<file path="src/rtl/prim_clock_switch_pkg.sv">
// Shared types and helpers for the glitch-free clock switch sequencer.
package prim_clock_switch_pkg;

    typedef enum logic [1:0] {
        StIdle   = 2'b00,
        StGate   = 2'b01,
        StSwitch = 2'b10
    } state_e;

    // One-hot clock-gate enable for the given mux select.
    function automatic logic [1:0] sel_to_en(input logic sel);
        return sel ? 2'b10 : 2'b01;
    endfunction

endpackage

</file>
<file path="src/rtl/prim_clock_switch_ctrl.sv">
// Sequences a two-input clock mux: gate current source, wait, flip select, wait, ungate new source.
module prim_clock_switch_ctrl
    import prim_clock_switch_pkg::*;
#(
    parameter int unsigned GateCycles   = 4,
    parameter int unsigned SettleCycles = 4,
    parameter logic        ResetSel     = 1'b0
) (
    input  logic       clk_i,
    input  logic       rst_ni,
    input  logic       req_valid_i,
    input  logic       req_sel_i,
    output logic       req_ready_o,
    input  logic [1:0] clk_ok_i,
    output logic       sel_o,
    output logic [1:0] clk_en_o,
    output logic       busy_o,
    output logic       done_o,
    output logic       err_o
);

    localparam int unsigned MaxCycles = (GateCycles > SettleCycles) ? GateCycles : SettleCycles;
    localparam int unsigned CntW      = (MaxCycles > 1) ? $clog2(MaxCycles) : 1;
    localparam logic [CntW-1:0] GateLoad   = CntW'(GateCycles - 1);
    localparam logic [CntW-1:0] SettleLoad = CntW'(SettleCycles - 1);

    state_e          state_q, state_d;
    logic            sel_q, sel_d;
    logic            tgt_q, tgt_d;
    logic [1:0]      en_q, en_d;
    logic            busy_q, busy_d;
    logic            done_q, done_d;
    logic            err_q, err_d;
    logic [CntW-1:0] cnt_q, cnt_d;
    logic            accept;

    assign req_ready_o = (state_q == StIdle);
    assign accept      = req_valid_i & req_ready_o;

    always_comb begin
        state_d = state_q;
        sel_d   = sel_q;
        tgt_d   = tgt_q;
        en_d    = en_q;
        busy_d  = busy_q;
        done_d  = 1'b0;
        err_d   = 1'b0;
        cnt_d   = cnt_q;

        case (state_q)
            StIdle: begin
                if (accept) begin
                    if (!clk_ok_i[req_sel_i]) begin
                        err_d = 1'b1;
                    end else if (req_sel_i == sel_q) begin
                        done_d = 1'b1;
                    end else begin
                        state_d = StGate;
                        en_d    = 2'b00;
                        busy_d  = 1'b1;
                        cnt_d   = GateLoad;
                        tgt_d   = req_sel_i;
                    end
                end
            end
            StGate: begin
                en_d = 2'b00;
                if (cnt_q == '0) begin
                    state_d = StSwitch;
                    sel_d   = tgt_q;
                    cnt_d   = SettleLoad;
                end else begin
                    cnt_d = cnt_q - CntW'(1);
                end
            end
            StSwitch: begin
                en_d = 2'b00;
                if (cnt_q == '0) begin
                    state_d = StIdle;
                    en_d    = sel_to_en(tgt_q);
                    busy_d  = 1'b0;
                    done_d  = 1'b1;
                end else begin
                    cnt_d = cnt_q - CntW'(1);
                end
            end
            default: begin
                // Illegal encoding: fall back to idle with the current select's source enabled.
                state_d = StIdle;
                en_d    = sel_to_en(sel_q);
                busy_d  = 1'b0;
                cnt_d   = '0;
            end
        endcase
    end

    always_ff @(posedge clk_i or negedge rst_ni) begin
        if (!rst_ni) begin
            state_q <= StIdle;
            sel_q   <= ResetSel;
            tgt_q   <= ResetSel;
            en_q    <= sel_to_en(ResetSel);
            busy_q  <= 1'b0;
            done_q  <= 1'b0;
            err_q   <= 1'b0;
            cnt_q   <= '0;
        end else begin
            state_q <= state_d;
            sel_q   <= sel_d;
            tgt_q   <= tgt_d;
            en_q    <= en_d;
            busy_q  <= busy_d;
            done_q  <= done_d;
            err_q   <= err_d;
            cnt_q   <= cnt_d;
        end
    end

    assign sel_o    = sel_q;
    assign clk_en_o = en_q;
    assign busy_o   = busy_q;
    assign done_o   = done_q;
    assign err_o    = err_q;

endmodule

</file>
<file path="config.mk">
export PLATFORM = sky130hd
export DESIGN_NAME = prim_clock_switch_ctrl
export DESIGN_NICKNAME = d
export VERILOG_FILES = /design/src/rtl/prim_clock_switch_pkg.sv /design/src/rtl/prim_clock_switch_ctrl.sv
export SDC_FILE = /design/constraint.sdc
export NUM_CORES = 1
export LEC_CHECK = 0
export CORE_AREA = 5 5 42 44
export DETAILED_ROUTE_END_ITERATION = 12
export DIE_AREA = 0 0 47 49
export PLACE_DENSITY = 0.71
export SYNTH_ARGS = -nofsm -noshare
export SYNTH_HDL_FRONTEND = slang
export SYNTH_SLANG_ARGS = --single-unit
</file>
<file path="constraint.sdc">
create_clock -name clk_i -period 3.2 [get_ports clk_i]
set_input_delay 0.64 -clock clk_i [delete_from_list [all_inputs] [get_ports clk_i]]
set_output_delay 0.64 -clock clk_i [all_outputs]
set_load 0.05 [all_outputs]
</file>
==> results.json <==
{
  "yosysTopAreaCell": "dfrtp_1",
  "ff2ff_path_depth": 4,
  "max_stage_delay_ns": 0.81,
  "worstHoldEndpoint": "clk_en_o[0]",
  "finalWorstSetupSlack_ns": 0.527,
  "io_buffers": 12,
  "synth_cell_type_count": 25,
  "use_met3_pct": 4.06,
  "use_met1_pct": 15.4,
  "crit_family": "buffers and inverters",
  "crit_type": "flip-flop to primary output",
  "yosysSeqAreaShare_pct": 47.2,
  "p_int_uw": 420,
  "p_clk_share_pct": 11.8,
  "power_density_nw_per_um2": 1050,
  "cts_tree": "done",
  "swShare_pct": 46.3,
  "cp.buffers_inverters": 2,
  "holdPathStages": 2,
  "drt_wl_total_mm": 1.15,
  "p_comb_share_pct": 54.6,
  "yosysWarnings": 0,
  "rsz0062_at_grt": "false",
  "cp-start-kind": "flip-flop",
  "wl_per_cell_um": 12.5,
  "syn_avg_cell_area_sq_um": 9.60,
  "cp_max_fo": 11,
  "start_util_pct": 41.8,
  "hold_violations": 0,
  "design_area_sq_um": 747,
  "dieArea_sq_um": 2300,
  "rr_endpoint": "sel_o",
  "r2r_setup_slack_ns": 1.88,
  "crit_chain": "or2_2 -> inv_1 -> clkdlybuf4s50_1",
  "grt_busiest_layer": "met2",
  "power.leakage_nw": 0.341,
  "synth.ff_latch_count": 11,
  "cts_sinks": 11,
  "relSlewSlack_pct": 66.6,
  "min_period_ns": 2.67,
  "post_cts_buffers": 0,
  "antenna_found_initial": 0,
  "die_h_um": 49,
  "gr-usage-all-layers_pct": 11.5,
  "n_antenna_cell": 0,
  "slowest_stage": "clkdlybuf4s50_1",
  "cts_buffer_depth": 2,
  "num_vias": 499,
  "drv_cap": 0,
  "final_max_slew_viol_count": 0,
  "post-route-period-util_pct": 83.5,
  "fmax_ghz": 0.374,
  "min-delay-start": "clk_en_o[0]",
  "grt_pass1_wl_mm": 1.93,
  "critPathLaunch": "state_q[0]",
  "synth_top_area_share_pct": 42.7,
  "grt_start_max_net_pins": 12,
  "first_global_vias": 436,
  "design.core.area_sq_um": 1400,
  "end_kind": "primary output",
  "clk_pin_slew_ns": 0.07,
  "clock_latency_ns": 0.26,
  "fillCellCount": 131,
  "gr-total-overflow": 0,
  "met2_usage_pct": 16.1,
  "dp_slack_ns": 0.803,
  "num_rows": 14,
  "syn-cell-area_sq_um": 586,
  "cts_buffers": 3,
  "worstPathArrival_ns": 2.03,
  "hpwlAfterDp_um": 871,
  "ys_top_cells_by_area": "dfrtp_1 43%, o21ai_0 7.7%, nor2b_1 5.3%",
  "setup_violations": 0,
  "hold_buffers": 0,
  "root_buffer": "clkbuf_4",
  "place.gp.congestion": 0.772,
  "io_pins": 13,
  "required_ns": 2.56,
  "vias_per_cell": 5.42,
  "nets": 85,
  "die_w_um": 47,
  "firstDrtPassIters": 4,
  "outcome": "completed",
  "clock_skew_ns": 0.000531,
  "final_util_pct": 53.3,
  "hold_class": "flip-flop to flip-flop",
  "cts_resized": 0,
  "synth_nets": 69,
  "netSwitchingPower_uw": 361,
  "seqPwrFrac_pct": 33.6,
  "synthToLayoutAreaGrowth_pct": 27.6,
  "final.setup.tns_ns": 0,
  "placed_area_sq_um": 721,
  "ant_nets": 0,
  "drive_above_1_share_pct": 7.89,
  "ir_drop_uv": 452,
  "drtIter0Drc": 15,
  "syn_inst": 61,
  "htreeDepth": 1,
  "worst_pin_slew_ns": 0.500,
  "timing.rr.start": "cnt_q[0]",
  "drcViolationCount": 0
}
Yosys cell counts (all sizes together):
library cell and count:
a21o 1, dfrtp 10, or3b 1, a32o 1, nand3 1, and2b 1
and3b 2, o21ai 9, a21oi 1, nand2b 1, inv 4, o22ai 3
dfstp 1, nand2 5, a22oi 1, ha 2, and3 1, o311a 2
mux2 1, nor2 4, buf 1, nor2b 5, o21a 1, or2 1
a2bb2oi 1
power by group through the flow:
stage	Sequential, mW	Clock, mW	Combinational, mW
global route	0.272	0.102	0.474
detailed placement	0.265	0	0.428
finish	0.262	0.0923	0.426
floorplan	0.338	0	0.230
CTS	0.262	0.0965	0.431
global placement	0.263	0	0.426
worst min-delay path, delay by kind of cell (launching register included):
kind             cells  cell delay, ns
AND/OR/NAND/NOR      1            0.05
AO/OA/AOI/OAI        1            0.06
flip-flops           1            0.37
logic make-up after synthesis:
family	synth area share (%)
AND/OR/NAND/NOR	20.9
AO/OA/AOI/OAI	22.2
flip-flops	47.2
buffers and inverters	3.42
adder cells (fa/ha/maj)	4.27
multiplexers	1.92
registers in the layout, indices dropped and copies added (netlist names):
register / cells
clk_en_o: 2
cnt_q: 2
state_q: 2
busy_o: 1
done_o: 1
err_o: 1
sel_o: 1
tgt_q: 1
placed cells by master, fill, tap and decap left out:
cell             synthesis  routed
dfstp_2                  1       1
and2b_1                  1       1
nand3_1                  1       1
o21ai_0                  9       9
dfrtp_1                 10      10
nor2b_1                  5       5
nand2b_1                 1       1
clkbuf_1                 0       1
clkdlybuf4s50_1          0      12
a2bb2oi_1                1       1
mux2_2                   1       1
a32o_1                   1       1
o311a_1                  2       2
and3_1                   1       1
clkbuf_4                 0       3
a21o_1                   1       1
ha_1                     2       2
inv_1                    4       4
a21oi_1                  1       1
o21a_1                   1       1
and3b_1                  2       2
o22ai_1                  3       3
nor2_1                   4       4
or3b_1                   1       1
or2_2                    1       1
nand2_1                  5       5
a22oi_1                  1       1
worst max-delay path by stage:
stage             endpoint  slack [ns]  depth (start not counted)
6_report       req_ready_o        0.53                          3
5_1_grt        req_ready_o        0.43                          3
4_1_cts        req_ready_o        0.52                          3
3_5_place_dp   req_ready_o        0.80                          3
3_3_place_gp   req_ready_o        0.84                          3
2_1_floorplan  req_ready_o        1.39                          3
stage by stage:
step,total power [mW],std cells,hold WS [ns]
2_1_floorplan,0.568,61,0.344
3_3_place_gp,0.689,88,0.475
3_5_place_dp,0.693,88,0.473
4_1_cts,0.789,92,0.486
5_1_grt,0.848,92,0.518
6_report,0.781,92,0.481
metal layers:
| layer | share of wire (%) | vias up |
|---|---|---|
| li1 | - | 252 |
| met1 | 48 | 237 |
| met2 | 45 | 8 |
| met3 | 5.5 | 2 |
| met4 | 1.0 | 0 |
| met5 | 0 | - |
area by class of cell:
class                           instances  area (sq um)  share of cell area [%]
Clock buffer                            4          26.3                    3.52
Inverter                                4          15.0                    2.01
Multi-Input combinational cell         45           289                    38.7
Sequential cell                        11           277                    37.0
Tap cell                               16          20.0                    2.68
Timing Repair Buffer                   12           120                    16.1
Power figures use the tool's default switching activity.
